### src/rtl/dtrig_threshold_scan_if.sv
// Bundles the DAC-loader handshake and the result stream of the L0
// threshold-scan sequencer. The master side is the sequencer and the slave
// side is the DAC loader plus the result consumer.
interface dtrig_threshold_scan_if #(
    parameter int NCH = 7
);
    logic [8*NCH-1:0] dtrig_threshold;
    logic             command_dacset;
    logic             command_dacset_finish;
    logic             dtrig_en;

    logic             res_valid;
    logic             res_ready;
    logic [7:0]       res_thr;
    logic [2:0]       res_ch;
    logic [15:0]      res_count;

    modport master (
        output dtrig_threshold,
        output command_dacset,
        input  command_dacset_finish,
        input  dtrig_en,
        output res_valid,
        input  res_ready,
        output res_thr,
        output res_ch,
        output res_count
    );

    modport slave (
        input  dtrig_threshold,
        input  command_dacset,
        output command_dacset_finish,
        output dtrig_en,
        input  res_valid,
        output res_ready,
        input  res_thr,
        input  res_ch,
        input  res_count
    );
endinterface

### src/rtl/dtrig_threshold_scan.sv
// L0 threshold-scan sequencer. Steps a common threshold across all channels,
// loads it through the DAC handshake, waits a settle time, counts trigger
// pulses per channel over a window, and streams one result per channel.
// After the last step (or an abort) the manual thresholds are reloaded.
// Optional macro DTRIG_SCAN_TIMEOUT_EN adds a per-phase DAC handshake
// timeout that ends the scan with scan_err set and no restore load.
module dtrig_threshold_scan #(
    parameter int NCH         = 7,
    parameter int SETTLE_MS   = 2,
    parameter int DAC_TIMEOUT = 65535
) (
    input  logic             clk,
    input  logic             rst,
    input  logic             msec,
    input  logic             scan_start,
    input  logic             scan_abort,
    input  logic [7:0]       thr_start,
    input  logic [7:0]       thr_stop,
    input  logic [7:0]       thr_step,
    input  logic [15:0]      scan_window_ms,
    input  logic [8*NCH-1:0] thr_manual,
    input  logic [NCH-1:0]   dtrig_trig,
    output logic             scan_busy,
    output logic             scan_done,
    output logic             scan_err,
    dtrig_threshold_scan_if.master bus
);

    localparam int              CHW         = (NCH > 1) ? $clog2(NCH) : 1;
    localparam logic [15:0]     SETTLE_LAST = (SETTLE_MS > 1) ? 16'(SETTLE_MS - 1) : 16'd0;
    localparam logic [15:0]     TIMEOUT_LIM = 16'(DAC_TIMEOUT);
    localparam logic [CHW-1:0]  LAST_CH     = CHW'(NCH - 1);

`ifdef DTRIG_SCAN_TIMEOUT_EN
    localparam bit TIMEOUT_EN = 1'b1;
`else
    localparam bit TIMEOUT_EN = 1'b0;
`endif

    typedef enum logic [3:0] {
        S_IDLE,
        S_DACREQ,
        S_DACACK,
        S_DACREL,
        S_SETTLE,
        S_COUNT,
        S_REPORT,
        S_NEXT,
        S_RESTORE,
        S_FINISH
    } state_t;

    state_t          state_q,   state_d;
    logic [7:0]      cur_thr_q, cur_thr_d;
    logic            restore_q, restore_d;
    logic [15:0]     ms_cnt_q,  ms_cnt_d;
    logic [CHW-1:0]  rpt_ch_q,  rpt_ch_d;
    logic [15:0]     to_cnt_q,  to_cnt_d;
    logic            err_q,     err_d;
    logic [15:0]     cnt_q [NCH];
    logic [15:0]     cnt_d [NCH];

    logic [8:0]      nxt;
    logic [15:0]     win_last;
    logic            dac_timeout;
    logic            abort_req;

    // Next-state logic: scan sequencing, settle/window timing, pulse counting and result stepping
    always_comb begin
        state_d   = state_q;
        cur_thr_d = cur_thr_q;
        restore_d = restore_q;
        ms_cnt_d  = ms_cnt_q;
        rpt_ch_d  = rpt_ch_q;
        to_cnt_d  = to_cnt_q;
        err_d     = err_q;
        for (int i = 0; i < NCH; i++) begin
            cnt_d[i] = cnt_q[i];
        end

        nxt         = {1'b0, cur_thr_q} + {1'b0, thr_step};
        win_last    = (scan_window_ms == 16'd0) ? 16'd0 : scan_window_ms - 16'd1;
        dac_timeout = TIMEOUT_EN && (to_cnt_q == TIMEOUT_LIM);
        abort_req   = scan_abort && !restore_q &&
                      (state_q inside {S_DACREQ, S_DACACK, S_DACREL, S_SETTLE,
                                       S_COUNT, S_REPORT, S_NEXT});

        if (abort_req) begin
            state_d = S_RESTORE;
        end else begin
            case (state_q)
                S_IDLE: begin
                    if (scan_start) begin
                        cur_thr_d = thr_start;
                        restore_d = 1'b0;
                        err_d     = 1'b0;
                        state_d   = S_DACREQ;
                    end
                end
                S_DACREQ: begin
                    to_cnt_d = 16'd0;
                    state_d  = S_DACACK;
                end
                S_DACACK: begin
                    if (bus.command_dacset_finish) begin
                        to_cnt_d = 16'd0;
                        state_d  = S_DACREL;
                    end else if (dac_timeout) begin
                        err_d   = 1'b1;
                        state_d = S_FINISH;
                    end else begin
                        to_cnt_d = to_cnt_q + 16'd1;
                    end
                end
                S_DACREL: begin
                    if (!bus.command_dacset_finish && bus.dtrig_en) begin
                        ms_cnt_d = 16'd0;
                        state_d  = restore_q ? S_FINISH : S_SETTLE;
                    end else if (dac_timeout) begin
                        err_d   = 1'b1;
                        state_d = S_FINISH;
                    end else begin
                        to_cnt_d = to_cnt_q + 16'd1;
                    end
                end
                S_SETTLE: begin
                    if (msec) begin
                        if (ms_cnt_q >= SETTLE_LAST) begin
                            ms_cnt_d = 16'd0;
                            for (int i = 0; i < NCH; i++) begin
                                cnt_d[i] = 16'd0;
                            end
                            state_d = S_COUNT;
                        end else begin
                            ms_cnt_d = ms_cnt_q + 16'd1;
                        end
                    end
                end
                S_COUNT: begin
                    for (int i = 0; i < NCH; i++) begin
                        if (dtrig_trig[i] && (cnt_q[i] != 16'hFFFF)) begin
                            cnt_d[i] = cnt_q[i] + 16'd1;
                        end
                    end
                    if (msec) begin
                        if (ms_cnt_q >= win_last) begin
                            rpt_ch_d = '0;
                            state_d  = S_REPORT;
                        end else begin
                            ms_cnt_d = ms_cnt_q + 16'd1;
                        end
                    end
                end
                S_REPORT: begin
                    if (bus.res_ready) begin
                        if (rpt_ch_q == LAST_CH) begin
                            state_d = S_NEXT;
                        end else begin
                            rpt_ch_d = rpt_ch_q + 1'b1;
                        end
                    end
                end
                S_NEXT: begin
                    if ((thr_step == 8'd0) || (nxt > {1'b0, thr_stop}) || nxt[8]) begin
                        state_d = S_RESTORE;
                    end else begin
                        cur_thr_d = nxt[7:0];
                        state_d   = S_DACREQ;
                    end
                end
                S_RESTORE: begin
                    if (!bus.command_dacset_finish) begin
                        restore_d = 1'b1;
                        state_d   = S_DACREQ;
                    end
                end
                S_FINISH: begin
                    restore_d = 1'b0;
                    state_d   = S_IDLE;
                end
                default: state_d = S_IDLE;
            endcase
        end
    end

    // State and datapath registers with synchronous reset
    always_ff @(posedge clk) begin
        if (rst) begin
            state_q   <= S_IDLE;
            cur_thr_q <= 8'd0;
            restore_q <= 1'b0;
            ms_cnt_q  <= 16'd0;
            rpt_ch_q  <= '0;
            to_cnt_q  <= 16'd0;
            err_q     <= 1'b0;
            for (int i = 0; i < NCH; i++) begin
                cnt_q[i] <= 16'd0;
            end
        end else begin
            state_q   <= state_d;
            cur_thr_q <= cur_thr_d;
            restore_q <= restore_d;
            ms_cnt_q  <= ms_cnt_d;
            rpt_ch_q  <= rpt_ch_d;
            to_cnt_q  <= to_cnt_d;
            err_q     <= err_d;
            for (int i = 0; i < NCH; i++) begin
                cnt_q[i] <= cnt_d[i];
            end
        end
    end

    // Outputs decoded from the registered state; manual thresholds pass through outside scan steps
    always_comb begin
        bus.command_dacset = (state_q == S_DACREQ) || (state_q == S_DACACK);
        if (!restore_q && (state_q inside {S_DACREQ, S_DACACK, S_DACREL, S_SETTLE,
                                           S_COUNT, S_REPORT, S_NEXT})) begin
            bus.dtrig_threshold = {NCH{cur_thr_q}};
        end else begin
            bus.dtrig_threshold = thr_manual;
        end
        bus.res_valid = (state_q == S_REPORT);
        bus.res_thr   = cur_thr_q;
        bus.res_ch    = 3'(rpt_ch_q);
        bus.res_count = cnt_q[rpt_ch_q];
        scan_busy     = (state_q != S_IDLE);
        scan_done     = (state_q == S_FINISH);
        scan_err      = err_q;
    end

endmodule

### src/flat_wrapper.sv
// flat-port wrapper written by rule: the top's interface ports become plain ports
module dtrig_threshold_scan_flat 
#(
    parameter int NCH         = 7,
    parameter int SETTLE_MS   = 2,
    parameter int DAC_TIMEOUT = 65535
)
  (clk, rst, msec, scan_start, scan_abort, thr_start, thr_stop, thr_step, scan_window_ms, thr_manual, dtrig_trig, scan_busy, scan_done, scan_err, bus_dtrig_threshold, bus_command_dacset, bus_command_dacset_finish, bus_dtrig_en, bus_res_valid, bus_res_ready, bus_res_thr, bus_res_ch, bus_res_count);
  dtrig_threshold_scan_if #(.NCH(NCH)) bus_i ();
  input  logic clk;
  input  logic rst;
  input  logic msec;
  input  logic scan_start;
  input  logic scan_abort;
  input  logic [7:0] thr_start;
  input  logic [7:0] thr_stop;
  input  logic [7:0] thr_step;
  input  logic [15:0] scan_window_ms;
  input  logic [8*NCH-1:0] thr_manual;
  input  logic [NCH-1:0] dtrig_trig;
  output logic scan_busy;
  output logic scan_done;
  output logic scan_err;
  output wire logic [$bits(bus_i.dtrig_threshold)-1:0] bus_dtrig_threshold;
  output wire logic [$bits(bus_i.command_dacset)-1:0] bus_command_dacset;
  input wire logic [$bits(bus_i.command_dacset_finish)-1:0] bus_command_dacset_finish;
  input wire logic [$bits(bus_i.dtrig_en)-1:0] bus_dtrig_en;
  output wire logic [$bits(bus_i.res_valid)-1:0] bus_res_valid;
  input wire logic [$bits(bus_i.res_ready)-1:0] bus_res_ready;
  output wire logic [$bits(bus_i.res_thr)-1:0] bus_res_thr;
  output wire logic [$bits(bus_i.res_ch)-1:0] bus_res_ch;
  output wire logic [$bits(bus_i.res_count)-1:0] bus_res_count;
  assign bus_dtrig_threshold = bus_i.dtrig_threshold;
  assign bus_command_dacset = bus_i.command_dacset;
  assign bus_i.command_dacset_finish = bus_command_dacset_finish;
  assign bus_i.dtrig_en = bus_dtrig_en;
  assign bus_res_valid = bus_i.res_valid;
  assign bus_i.res_ready = bus_res_ready;
  assign bus_res_thr = bus_i.res_thr;
  assign bus_res_ch = bus_i.res_ch;
  assign bus_res_count = bus_i.res_count;
  dtrig_threshold_scan #(.NCH(NCH), .SETTLE_MS(SETTLE_MS), .DAC_TIMEOUT(DAC_TIMEOUT)) u_core (.clk(clk), .rst(rst), .msec(msec), .scan_start(scan_start), .scan_abort(scan_abort), .thr_start(thr_start), .thr_stop(thr_stop), .thr_step(thr_step), .scan_window_ms(scan_window_ms), .thr_manual(thr_manual), .dtrig_trig(dtrig_trig), .scan_busy(scan_busy), .scan_done(scan_done), .scan_err(scan_err), .bus(bus_i));
endmodule
### config.mk
export PLATFORM = sky130hd
export DESIGN_NAME = dtrig_threshold_scan_flat
export DESIGN_NICKNAME = d
export VERILOG_FILES = /design/src/rtl/dtrig_threshold_scan_if.sv /design/src/rtl/dtrig_threshold_scan.sv /design/src/flat_wrapper.sv
export SDC_FILE = /design/constraint.sdc
export NUM_CORES = 1
export LEC_CHECK = 0
export ABC_AREA = 1
export BUFFER_PORTS_ARGS = -buffer_cell sky130_fd_sc_hd__buf_2
export CORE_MARGIN = 2
export CORE_UTILIZATION = 45
export CTS_CLUSTER_SIZE = 28
export DETAILED_ROUTE_END_ITERATION = 16
export GPL_TIMING_DRIVEN = 1
export PLACE_DENSITY_LB_ADDON = 0.3
export SLEW_MARGIN = 20
export SYNTH_ARGS = -nofsm -noshare
export SYNTH_HDL_FRONTEND = slang
export SYNTH_SLANG_ARGS = --single-unit
### constraint.sdc
create_clock -name clk -period 3.54 [get_ports clk]
set_input_delay 0.354 -clock clk [delete_from_list [all_inputs] [get_ports clk]]
set_output_delay 0.354 -clock clk [all_outputs]
set_load 0.01 [all_outputs]
# --- Yosys cells after proc, flatten, opt, wreduce, memory -nomap -nowiden ---
# Memory sizes are Yosys's and may differ from the RTL's. A register that Yosys moved wholly into a read port is not among the register bits.
# Index checks and enable logic that the tools add are counted.
word_totals:
  register_bits: 32
  ramBits: 112
  in_bits: 111
  out_inout_bits: 88
  elab_cells: 157
  n_memories: 1
memory_table:
  columns: ["memory", "depth", "word_bits", "read_ports", "rd_clocked_by_memory_dff", "wr", "line", "text"]
  rows:
  - ["u_core.cnt_q", 7, 16, 8, 1, 7, "dtrig_threshold_scan.sv:60", "logic [15:0] cnt_q [NCH];"]
op_classes:
  add_sub_neg: 11
  n_lt_le_gt_ge: 3
  eq_ne: 40
  muxes: 56
  bitwise_logic: 8
  reduce_logical: 32
ops:
  columns: ["operator", "n"]
  rows:
  - ["$mux 112", 3]
  - ["$mux 16", 20]
  - ["$pmux 112 s2", 1]
  - ["$add 16x1->16 const B", 8]
  - ["$ne 16x16->1 const B", 7]
  - ["$mux 56", 1]
  - ["$mux 4", 13]
  - ["$pmux 16 s3", 1]
  - ["$pmux 4 s9", 1]
  - ["$reduce_and 10->1", 2]
  - ["$mux 3", 6]
  - ["$eq 4x3->1 const B", 4]
  - ["$ge 16x1->1 const B", 1]
  - ["$ge 16x16->1", 1]
  - ["$logic_not 16->1", 1]
  - ["$mux 8", 2]
  - ["$ne 2x2->1 const B", 8]
  - ["$pmux 8 s2", 1]
  - ["$sub 16x1->16 const B", 1]
  - ["$ne 3x1->1 const B", 5]
  - ["$ne 3x2->1 const B", 5]
  - ["$reduce_and 6->1", 2]
  - ["$logic_and 1x1->1", 11]
  - ["$ne 2x1->1 const B", 5]
  - ["other kinds (22)", 40]

# --- Depth between registers and ports, before layout ---
logic_depth:
  word_depth: 8
  depth_mapped: 22
  ltp_nobuf: 22

# --- Worst setup path after synthesis ---
# No wires, ideal clock.
synth_path:
  path_type: "in2reg"
  from: "input scan_window_ms[1]"
  to: "register u_core.ms_cnt_q[9]"
  setup_ns: 0.119
  t_arrival_ns: 2.910
  required_time_ns: 3.421
  path_slack_ns: 0.512
  path_stages: 21
  path_buffers: 1
  path_cell_list: "nor2_1 -> nand2_1 -> nor2_1 -> nand2_1 -> nor2_1 -> nand2_1 -> nor3_1 -> nand3b_1 -> xor2_1 -> nand2_1 -> ha_1 -> nand2_1 -> nor3_1 -> nand3_1 -> nand3_1 -> nand2_1 -> nand2_1 -> clkbuf_1 -> nor2_1 -> o21ai_0 -> nor2_1"
synth_via:
  elab_chain_cells: 5
  elab_cells_between_ends: 6
  cone_classes: "1 x add/sub; 1 x order compare; 1 x eq/ne; 1 x mux; 2 x reduce/logical"
synth_rtl:
  columns: ["element", "line", "text"]
  rows:
  - ["start, declared", "flat_wrapper.sv:18", "input logic [15:0] scan_window_ms;"]
  - ["$sub 16x1->16 or $logic_not 16->1 (tied branches)", "dtrig_threshold_scan.sv:82", "win_last = (scan_window_ms == 16'd0) ? 16'd0 : scan_window_ms - 16'd1;"]
  - ["$mux 16 *", "dtrig_threshold_scan.sv:82", null]
  - ["$ge 16x16->1 *", "dtrig_threshold_scan.sv:146", "if (ms_cnt_q >= win_last) begin"]
  - ["$ne 2x2->1 (no source line) *", null, null]
  - ["$reduce_and 6->1 (no source line) *", null, null]
  - ["end signal, assigned", "dtrig_threshold_scan.sv:203", "ms_cnt_q <= ms_cnt_d;"]
  - ["end, declared", "dtrig_threshold_scan.sv:56", "logic [15:0] ms_cnt_q, ms_cnt_d;"]
# Every way passes the cells marked *; elsewhere a longest branch is shown, timed or not.
# A chain may end at the register's enable or synchronous reset.

# --- Worst setup path after layout ---
layout_path:
  from: "register u_core.cur_thr_q[0], in the netlist u_core.bus.res_thr[0]"
  to: "register u_core.cur_thr_q[1], in the netlist u_core.bus.res_thr[1]"
layout_via:
  elab_chain_cells: 6
  elab_cells_between_ends: 8
  cone_classes: "1 x add/sub; 1 x order compare; 1 x eq/ne; 2 x mux; 3 x reduce/logical"
layout_rtl:
  columns: ["element", "line", "text"]
  rows:
  - ["start, declared", "dtrig_threshold_scan.sv:54", "logic [7:0] cur_thr_q, cur_thr_d;"]
  - ["start signal, assigned", "dtrig_threshold_scan.sv:201", "cur_thr_q <= cur_thr_d;"]
  - ["$add 8x8->9 *", "dtrig_threshold_scan.sv:81", "nxt = {1'b0, cur_thr_q} + {1'b0, thr_step};"]
  - ["$gt 9x8->1", "dtrig_threshold_scan.sv:164", "if ((thr_step == 8'd0) || (nxt > {1'b0, thr_stop}) || nxt[8]) begin"]
  - ["$logic_or 1x1->1 (2 in a row)", "dtrig_threshold_scan.sv:164", null]
  - ["$ne 2x2->1 (no source line)", null, null]
  - ["$reduce_and 4->1 (no source line)", null, null]
# Every way passes the cells marked *; elsewhere a longest branch is shown, timed or not. The select of a mux whose other input is x is not followed.

==> run summary <==
Async SR Flop Fraction - 0%
Mapped cell area - 11160 um2
Synth Register Bits - 147
Root Driver - clkbuf_16
Data arrival, critical path - 3.50 ns
Syn Area/Cell - 6.027 um2
Critical path depth - 21
Crit path max-delay family - simple AND/OR/NAND/NOR gates
CORE AREA - 24320 um2
Starting Density - 45.87%
H-tree depth - 4
PwrDens - 445.4 nW/um2
MaxCap Viol Count - 0
Post-Layout Inst Area - 12910 um2
DRT antenna net count - 0
DRT Pass-1 Iters - 5
Yosys top cell area share - 26.38%
Leakage - 5.555 nW
Hold Path Class - input port to flop
Routed via count - 12790
Setup Buffers After CTS - 0
Yosys Warn Count - 0
GRT Overall Usage - 27.13%
WL final - 36090 um
Unique masters post-synth - 48
Die area - 26070 um2
Fillcell total - 2499
Clk_skew - 0.01084 ns
Post-route setup slack - 0.3561 ns
WHS Path Cells - 5
Vias in the first global route - 11520
Top Metal Used - met4
Unrepaired setup endpoints after global routing - false
Max Fanout on Critical Path - 9
Final Critical Period - 3.184 ns
Post-synth top cells - nand2_1, nor2_1, a21oi_1
Die height - 161.5 um
Post-CTS sizing - 0
M1 WL - 15390 um
Status - complete, no violations
Row count - 57
CTS tree - done
DRT iter0 DRCs - 967
Hold Violations, Final - 0
Crit-path max cell delay - 0.41 ns
Number of synthesized flops with an enable pin - 0
GPL Wtd Cong - 0.9293
Pin count of the biggest net entering global routing - 89
Avg Vias per Cell - 5.444
Ys flop type - dfxtp_1
Setup Viol. Count Final - 0
Top cells by area, synth - dfxtp_1, nand2_1, nor2_1, a21oi_1, xor2_1
Cell mode on critical path - nand2_1
Slew Viols, Final - 0
Setup TNS Final - 0 ns
Area Growth Syn to Fin - 15.74%
Nets - 2170
CTS max path bufs - 2
Overflow left after global routing - 0
Chip Width - 161.5 um
Worst Reg-to-Reg Cells - 21
Routed wl met2 - 17050 um
Initial antenna violation count - 1
Worst path required time - 3.86 ns
F_max - 314.1 MHz
Drt wl/cell - 15.36 um
Critical path startpoint category - flop
Placement Cell Area - 12320 um2
Hold_buf cts - 0
Worst path bufs/invs - 0
First-pass GRT wire length - 57780 um
Period utilization - 89.94%
CP max-delay cell - fa_1
Port Buffers - 197
Reg clk slew, reported paths - 0.06 ns
Residual DRC - 0
Worst skew pair latency - 0.43 ns
Max-slew headroom - 31.61%
VDD IR max - 0.2916 mV
Post-Synthesis Cells - 1851
Worst path cell trace - ha_1, fa_1, nand3_1, nand2_1, xor2_1, ha_1, nand2_1, nor2_1, nand2_1, nand3_1, nand2_1, nand2_1, nand2_1, nand2_1, nand2_1, nand3_1, nand2_1, nand2_1, nand2_1, nand2_1, nor2_1
DPL Wire Length - 26660 um
Seq/Total Area, Yosys - 26.38%
Layout cells sized above 1 - 13.54%
Post-synth top area cell - dfxtp_1
CTS Buf Count - 17
Worst Max-Slew Pin Slew - 1.026 ns
DP Worst Slack - 0.02335 ns
Clk sinks - 147
Metal3 WL - 2582 um
Crit Path Category - flop to flop
Most frequent cell after synthesis - nand2_1
Critical Path End Type - flop
Syn Nets - 2009
Ports - 199
## cell families after synthesis
family                     count (synthesis)  synth area share (%)
and+or+nand+nor                         1033                 38.84
AOI/OAI and AO/OA                        315                 14.78
buffers and inverters                    227                 8.255
DFF                                      147                 26.38
xor gates and xnor gates                  80                 6.281
adders and majority gates                 47                 5.339
other                                      1               0.03362
muxes                                      1               0.08973
## layout by cell type, fill, tap and decap left out, drive strengths merged, types with 2 or more instances in the layout
cell type	Yosys	layout
o21bai	2	2
nor3	53	53
nor4	9	9
a21boi	4	4
inv	157	158
clkinvlp	0	4
bufinv	0	2
nand4	40	40
xnor2	5	5
and3	3	3
nor2	246	246
o22ai	5	5
ha	46	46
nand3	104	104
clkinv	2	6
xor2	75	75
and2	2	2
clkbuf	41	20
or2	3	3
o211ai	4	4
nand2	568	568
dfxtp	147	147
a211oi	4	4
nand3b	3	3
o21ai	122	122
nor3b	2	2
buf	27	210
a21oi	170	170
## per-stage QoR
| step | utilization (%) | hold WS (ns) | std cells | total power, W |
|---|---|---|---|---|
| 6_report | 53.09 | 0.2871 | 2349 | 0.005750 |
| 5_1_grt | 53.09 | 0.3369 | 2349 | 0.006099 |
| 3_3_place_gp | 50.67 | 0.4776 | 2317 | 0.003902 |
| 2_1_floorplan | - | 0.4556 | 1851 | 0.003187 |
| 4_1_cts | 53.08 | 0.2867 | 2348 | 0.005764 |
| 3_5_place_dp | 50.67 | 0.4948 | 2317 | 0.003938 |
## flip-flops by register name, indices dropped and copies added, names as in the netlist, named ones only
signal / cells
u_core.ms_cnt_q: 16
u_core.bus.res_thr: 8
u_core.cnt_q: 112
u_core.restore_q: 1
u_core.state_q: 4
u_core.bus.res_ch: 3
## power breakdown
part | switching [W] | internal, W | total [W]
logic | 0.00139 | 0.000722 | 0.00211
registers | 0.0000912 | 0.00172 | 0.00181
clock network | 0.000755 | 0.00107 | 0.00183
total | 0.00224 | 0.00351 | 0.00575
## final timing paths
| check | from | endpoint | slack, ns |
|---|---|---|---|
| worst min register to register | u_core.cnt_q[2][4] | u_core.cnt_q[2][4] | 0.50 |
| worst max register to register | u_core.bus.res_thr[0] | u_core.bus.res_thr[1] | 0.36 |
| worst max-delay path | u_core.bus.res_thr[0] | u_core.bus.res_thr[1] | 0.36 |
| worst min-delay path | thr_start[7] | u_core.bus.res_thr[7] | 0.29 |
## metal layers
| layer | up-vias | track usage (%) |
|---|---|---|
| met5 | - | 0 |
| met2 | 517 | 47.55 |
| li1 | 6355 | - |
| met1 | 5844 | 34.26 |
| met3 | 73 | 3.364 |
| met4 | 0 | 9.537 |
## layout make-up
class	count	area [um2]	share of cell area [%]
flip-flops and latches	147	2944	22.80
clock inverters	11	130.1	1.008
repair buffers	210	1084	8.392
clock buffers	20	456.7	3.537
multi-input cells	1477	7292	56.48
inverters	159	596.8	4.623
well taps	324	405.4	3.140
diodes	1	2.502	0.01938
## tightest hold or removal path, cell delays in order
cell and delay, ns:
buf_2 0.08, nand2_1 0.05, nand2_1 0.07, nor2_1 0.04
nor2_1 0.08
No activity file was read; power rests on OpenSTA's default activity.
